--- config.mk ---
export PLATFORM = sky130hd
export DESIGN_NAME = fpu_req_sequencer
export DESIGN_NICKNAME = d
export VERILOG_FILES = /design/src/rtl/fpu_req_sequencer.sv
export SDC_FILE = /design/constraint.sdc
export NUM_CORES = 1
export LEC_CHECK = 0
export CORE_AREA = 2 2 158 160
export CTS_BUF_LIST = sky130_fd_sc_hd__clkbuf_4
export DETAILED_ROUTE_END_ITERATION = 8
export DIE_AREA = 0 0 160 162
export PLACE_DENSITY_LB_ADDON = 0.25
export SYNTH_ARGS = -nofsm -noshare
export SYNTH_HDL_FRONTEND = slang
export SYNTH_SLANG_ARGS = --single-unit
--- constraint.sdc ---
create_clock -name clk -period 3.5 [get_ports clk]
set_input_delay 1.05 -clock clk [delete_from_list [all_inputs] [get_ports clk]]
set_output_delay 1.05 -clock clk [all_outputs]
set_load 0.05 [all_outputs]
--- src/rtl/fpu_req_sequencer.sv ---
// ---------------------------------------------------------------------------
// fpu_req_sequencer
//   Issue/retire stage in front of the floating-point arithmetic units.
//   It takes one IEEE-754 double operation per request handshake and latches
//   the operands and mode. It then holds unit_enable high until the unit
//   reports done, captures the 64-bit result, and presents it on a response
//   port. A cycle watchdog and an illegal-mode check make sure a hung or
//   misused unit always produces a response.
//
//   Handshakes: a transfer happens on a rising clock edge where valid and
//   ready are both 1. A valid, once raised, stays high with its payload
//   stable until that transfer. Ready may depend on state but never on
//   valid.
//
//   Optional feature (macro FPU_SEQ_SKID_EN):
//     Adds a one-entry request skid buffer so that a request can be accepted
//     while an operation is in flight. That request launches in the IDLE
//     cycle that follows the response handshake.
//
// Parameters
//   TIMEOUT : maximum cycles with unit_enable high (2 .. 2**CNT_W-1)
//   CNT_W   : width of the run-cycle counter
//
// Ports
//   clk, rst_n              clock, asynchronous active-low reset
//   req_valid/req_ready     request handshake
//   req_op1/req_op2         IEEE double operands
//   req_mode                0 add, 1 sub, 2 mul, 3 div, 4 sin_cos, 5-7 illegal
//   unit_enable             enable to the arithmetic unit (registered)
//   unit_op1/op2/mode       latched operands and mode for the unit
//   unit_result/unit_done   unit completion; result valid while done=1
//   rsp_valid/rsp_ready     response handshake
//   rsp_result/rsp_status   result; status 00 ok, 01 timeout, 10 illegal
//   busy                    FSM not in IDLE
//   dbg_state               current FSM state, for checkers
// ---------------------------------------------------------------------------
module fpu_req_sequencer #(
    parameter int TIMEOUT = 128,
    parameter int CNT_W   = 8
) (
    input  logic        clk,
    input  logic        rst_n,
    input  logic        req_valid,
    output logic        req_ready,
    input  logic [63:0] req_op1,
    input  logic [63:0] req_op2,
    input  logic [2:0]  req_mode,
    output logic        unit_enable,
    output logic [63:0] unit_op1,
    output logic [63:0] unit_op2,
    output logic [2:0]  unit_mode,
    input  logic [63:0] unit_result,
    input  logic        unit_done,
    output logic        rsp_valid,
    input  logic        rsp_ready,
    output logic [63:0] rsp_result,
    output logic [1:0]  rsp_status,
    output logic        busy,
    output logic [1:0]  dbg_state
);

    typedef enum logic [1:0] {
        IDLE = 2'd0,
        RUN  = 2'd1,
        HOLD = 2'd2
    } state_t;

    localparam logic [CNT_W-1:0] CNT_LAST = CNT_W'(TIMEOUT - 1);

    state_t           state_q, state_d;
    logic [CNT_W-1:0] cnt_q;

    // Request source seen by the IDLE state: either the port or the skid.
    logic        req_fire;
    logic        sel_valid;
    logic [63:0] sel_op1, sel_op2;
    logic [2:0]  sel_mode;

    logic launch, cap_done, cap_tmo, cap_ill;

`ifdef FPU_SEQ_SKID_EN
    logic        skid_full_q;
    logic [63:0] skid_op1_q, skid_op2_q;
    logic [2:0]  skid_mode_q;

    assign req_ready = !skid_full_q;
    assign req_fire  = req_valid && req_ready;

    // A full skid has priority. While the skid is full, req_ready is 0, so
    // the port cannot fire in the same cycle.
    always_comb begin
        sel_valid = (state_q == IDLE) && (skid_full_q || req_fire);
        sel_op1   = skid_full_q ? skid_op1_q  : req_op1;
        sel_op2   = skid_full_q ? skid_op2_q  : req_op2;
        sel_mode  = skid_full_q ? skid_mode_q : req_mode;
    end

    always_ff @(posedge clk or negedge rst_n) begin
        if (!rst_n) begin
            skid_full_q <= 1'b0;
            skid_op1_q  <= '0;
            skid_op2_q  <= '0;
            skid_mode_q <= '0;
        end else if (req_fire && (state_q != IDLE)) begin
            skid_full_q <= 1'b1;
            skid_op1_q  <= req_op1;
            skid_op2_q  <= req_op2;
            skid_mode_q <= req_mode;
        end else if ((state_q == IDLE) && skid_full_q) begin
            skid_full_q <= 1'b0;
        end
    end
`else
    assign req_ready = (state_q == IDLE);
    assign req_fire  = req_valid && req_ready;

    always_comb begin
        sel_valid = req_fire;
        sel_op1   = req_op1;
        sel_op2   = req_op2;
        sel_mode  = req_mode;
    end
`endif

    assign busy      = (state_q != IDLE);
    assign dbg_state = state_q;

    always_ff @(posedge clk or negedge rst_n) begin
        if (!rst_n) state_q <= IDLE;
        else        state_q <= state_d;
    end

    // Next state plus one-hot capture strobes for the datapath register.
    // If done and timeout happen in the same cycle, done wins.
    always_comb begin
        state_d  = state_q;
        launch   = 1'b0;
        cap_done = 1'b0;
        cap_tmo  = 1'b0;
        cap_ill  = 1'b0;
        case (state_q)
            IDLE: begin
                if (sel_valid) begin
                    if (sel_mode > 3'd4) begin
                        cap_ill = 1'b1;
                        state_d = HOLD;
                    end else begin
                        launch  = 1'b1;
                        state_d = RUN;
                    end
                end
            end
            RUN: begin
                if (unit_done) begin
                    cap_done = 1'b1;
                    state_d  = HOLD;
                end else if (cnt_q == CNT_LAST) begin
                    cap_tmo = 1'b1;
                    state_d = HOLD;
                end
            end
            HOLD: begin
                if (rsp_ready) state_d = IDLE;
            end
            default: state_d = IDLE;
        endcase
    end

    // Enable and response-valid are registered copies of the next state.
    // As a result, enable is high for exactly the RUN cycles, and the
    // response appears the cycle after the capture strobe.
    always_ff @(posedge clk or negedge rst_n) begin
        if (!rst_n) begin
            unit_enable <= 1'b0;
            rsp_valid   <= 1'b0;
            unit_op1    <= '0;
            unit_op2    <= '0;
            unit_mode   <= '0;
            cnt_q       <= '0;
            rsp_result  <= '0;
            rsp_status  <= 2'b00;
        end else begin
            unit_enable <= (state_d == RUN);
            rsp_valid   <= (state_d == HOLD);
            if (launch) begin
                unit_op1  <= sel_op1;
                unit_op2  <= sel_op2;
                unit_mode <= sel_mode;
                cnt_q     <= '0;
            end else if ((state_q == RUN) && (cnt_q != CNT_LAST)) begin
                cnt_q <= cnt_q + 1'b1;
            end
            if (cap_done) begin
                rsp_result <= unit_result;
                rsp_status <= 2'b00;
            end else if (cap_tmo) begin
                rsp_result <= '1;
                rsp_status <= 2'b01;
            end else if (cap_ill) begin
                rsp_result <= '1;
                rsp_status <= 2'b10;
            end
        end
    end

endmodule

## Word level (Yosys, flattened, before mapping)

Index checks and enable logic that the tools add are counted.

- Output and inout port bits: 203
- Logic and storage cells: 48
- Register bits after elaboration: 209

- Multiplexer cells: 25
- Reduce and logical (&&, ||, !) cells: 6
- Add/subtract/negate cells: 1
- Magnitude comparators: 1
- Eq/ne operators: 6

Operators by type and width:

| operator | number |
|---|---|
| 64-bit two-way mux | 3 |
| 2-bit two-way mux | 8 |
| 8-bit two-way mux | 2 |
| 1-bit two-way mux | 11 |
| 8-bit by 1-bit adder with 8-bit output (second input constant) | 1 |
| 8-bit by 7-bit == test with 1-bit output (second input constant) | 1 |
| 8-bit by 7-bit != test with 1-bit output (second input constant) | 1 |
| 2-bit one-hot mux with 3 select lines | 1 |
| 2-bit by 1-bit == test with 1-bit output (second input constant) | 2 |
| 2-bit == test (second input constant) | 2 |
| 2-bit nonzero test | 2 |
| 3-bit greater-than comparator (second input constant) | 1 |
| 3-bit nonzero test | 1 |
| 1-bit logical AND | 2 |
| 2-bit zero test | 1 |

## Logic depth before layout (Yosys ltp)

- Depth in word-level cells: 7
- Mapped depth: 8
- Depth with buffers taken out: 5

## Worst setup path before layout

OpenSTA, ideal clock, no wires.

- Path kind: register to output
- From: reg state_q[1], in the netlist dbg_state[1]
- To: out busy
- Slack: 491 ps
- Stages on the path, launching flop included: 3
- Arrival time: 1959 ps
- Path buffers: 0
- Cells stage by stage: dfrtp_1 nor2_1 inv_1

- Cells in the longest elaborated chain, start to end: 1

Ends and longest elaborated chain:

| item | RTL line | source |
|---|---|---|
| start: declaration | 70 | `state_t state_q, state_d;` |
| start signal: assignment | 130 | `else state_q <= state_d;` |
| 2-bit nonzero test | 125 | `assign busy = (state_q != IDLE);` |
| end: declaration | 58 | `output logic busy,` |

No other way between the ends.

## Final worst setup path

- From: reg state_q[1], in the netlist dbg_state[1]
- To: out req_ready

- Cells in the longest elaborated chain, start to end: 1

Ends and longest elaborated chain:

| item | RTL line | source |
|---|---|---|
| 2-bit zero test | 114 | `assign req_ready = (state_q == IDLE);` |
| end: declaration | 44 | `output logic req_ready,` |

No other way between the ends.

==> reports/qor.yml <==
run_status:
  status: "finished, final reports clean"
clock_network:
  postCtsSetupBuffers: 0
  clockBufferDepth: 3
  numCtsBuffers: 58
  htree_levels: 2
  cts_sinks: 209
  cts_tree: "built"
  clock_latency_ns: 0.62
  ctsHoldBuffers: 0
  cts_resized: 0
  root_buffer: "clkbuf_4"
  clkTransAtPathRegs_ns: 0.06
drt:
  wirelength_mm: 24.55
  drtIter0Drc: 333
  wl_per_cell_um: 15.76
  first_pass_iters: 4
  num_vias: 6900
  via_per_inst: 4.429
  ant_nets: 0
  drc_errors: 0
flow_run:
  maxCapViolCount: 0
min_path:
  hold_path.class: "input port to async pin"
synthesis:
  synth.area.top_cells: "dfrtp_1 (67%), nand2_1 (19%), o22a_1 (7.3%)"
  synth-async-reset-ratio_pct: 100.0
  synth_top_flop_cell: "dfrtp_1"
  yosysTopAreaCellShare_pct: 66.94
  ys_types: 33
  synthTopCellsByCount: "nand2_1 (394), dfrtp_1 (209), o22a_1 (65), clkbuf_1 (17), buf_2 (15)"
  synth_top_area_cell: "dfrtp_1"
  synth_edf_count: 0
  avgSynthCellArea_um2: 10.27
  synth_cells: 761
  post_synth_instance_area_um2: 7812
  synth-seq-area-share_pct: 66.94
  synth_warnings: 0
  yosysMostFrequentCell: "nand2_1"
  ys_ff_latch: 209
  synth_nets: 962
power_and_ir_drop:
  p_total_uw: 14210
  power_density_nw_per_um2: 1095
  p_leak_uw: 0.005923
  vdd.ir_drop.worst_mv: 0.5492
timing:
  slew_headroom_pct: 58.30
  timing.final.max_slew_violations: 0
  fin_worst_skew_ns: 0.02588
  max_freq_mhz: 307.8
  fin_crit_ns: 3.249
  hold_violations: 0
  worst_pin_slew_ns: 0.6233
  rsz0062_at_grt: "no"
  finalSetupTns_ns: 0
  fin_crit_sh_pct: 92.82
  finalSetupViolCount: 0
global_routing:
  grt_use_total_pct: 18.50
  grt_max_degree: 73
  overflow: 0
  busiest_layer: "met2"
  use_met3_pct: 5.975
  grt_pass1_vias: 7040
  use_met1_pct: 21.66
  grt_util_met2_pct: 31.80
  grt_pass1_wl_mm: 38.17
  antenna_found_initial: 1
setup_path:
  r2r-start: "dbg_state[1]"
  worstSetupEndpointType: "output port"
  crit_type: "flip-flop to output port"
  regToRegEndpoint: "unit_op1[27]"
  crit_arrival_ns: 2.20
  crit_fanout: 7
  ff2ff_path_depth: 6
  ff2ff_setup_slack_ns: 1.53
  critPathLaunchType: "flip-flop"
  crit_required_ns: 2.45
placement:
  hpwl_mm: 17.20
  gp_congestion: 0.7827
  numPortBuffers: 402
floorplanning:
  dieArea_um2: 25920
  rows: 57
  dieWidth_um: 160
  fp.coreArea_um2: 24110
  top_level_ports: 403
  dieHeight_um: 162
  initial_core_util_pct: 32.41
cells_and_area:
  syn_to_final_growth_pct: 66.22
  drive_above_1_share_pct: 8.921
  regArea_um2: 5230
  multi_input_area_um2: 2381
  fin_util_pct: 53.87
  num-fill-cells: 2232
  nets: 1391
## worst max-delay path, cell delays in order (launching register included)
cell and delay (ns):
dfrtp_1 0.43, nor2_1 0.28, clkdlybuf4s50_1 0.86
## metrics by stage
stage | hold WS, ns | cell area (um2) | worst slack [ns] | instances
CTS | 0.3759 | 12980 | 0.1869 | 1557
global route | 0.4015 | 12990 | 0.1203 | 1558
floorplan | 0.4624 | 7812 | 0.4908 | 761
global placement | 0.4563 | 12260 | 0.5097 | 1454
finish | 0.4458 | 12990 | 0.2512 | 1558
detailed placement | 0.4611 | 12260 | 0.4749 | 1454
## sequential cells by signal, summed over array words and instances (netlist names)
register and count:
unit_op1 64, unit_op2 64, dbg_state 2, cnt_q 8
unit_mode 3, unit_enable 1, rsp_valid 1, rsp_result 64
rsp_status 2
## how the worst max path moves through the flow
stage                  from      endpoint  slack (ns)  cells past startpoint
6_report       dbg_state[1]     req_ready        0.25                      2
5_1_grt        dbg_state[1]     req_ready        0.12                      2
4_1_cts        dbg_state[1]     req_ready        0.19                      2
3_5_place_dp    req_mode[0]  unit_op2[53]        0.47                      6
3_3_place_gp    req_mode[0]  unit_op1[27]        0.51                      6
2_1_floorplan  dbg_state[1]          busy        0.49                      2
## logic make-up (layout without fill, tap and decap cells)
kind of cell	after synthesis	after routing	synth area share [%]
and+or+nand+nor	414	414	20.36
DFF	209	209	66.94
AOI/OAI and AO/OA	83	83	8.857
buffers and inverters	48	520	2.979
xor gates and xnor gates	4	4	0.4485
muxes	2	2	0.2563
adders and majority gates	1	1	0.1601
other	0	1	0
## routing by layer
layer  part of all wire, %  wire length (um)
met5                     0                 0
met3                   7.6              1869
met1                    40              9939
met4                   2.5               622
met2                    49             12120
## area by class of cell
| class | instances | share of cell area (%) |
|---|---|---|
| Clock buffer | 90 | 5.203 |
| Clock inverter | 13 | 0.3854 |
| Timing Repair Buffer | 414 | 32.58 |
| Inverter | 3 | 0.08671 |
| Antenna cell | 1 | 0.01927 |
| Sequential cell | 209 | 40.27 |
| Tap cell | 324 | 3.122 |
| Multi-Input combinational cell | 504 | 18.34 |
## cell usage in the layout, fill, tap and decap left out, types with 4 or more instances in the layout
cell,n
clkdlybuf4s50_1,401
nand2_1,393
dfrtp_1,209
clkbuf_4,90
o22a_1,65
clkinv_1,11
buf_12,9
nor2_1,7
a21oi_1,4
## power by group
part	leakage, uW	total (uW)	internal, uW	switching [uW]
combinational	0.00303	8040	2630	5410
clock	0.000439	2120	1160	966
sequential	0.00245	4050	3490	567
total	0.00592	14200	7270	6940
No activity file was read; power rests on OpenSTA's default activity.
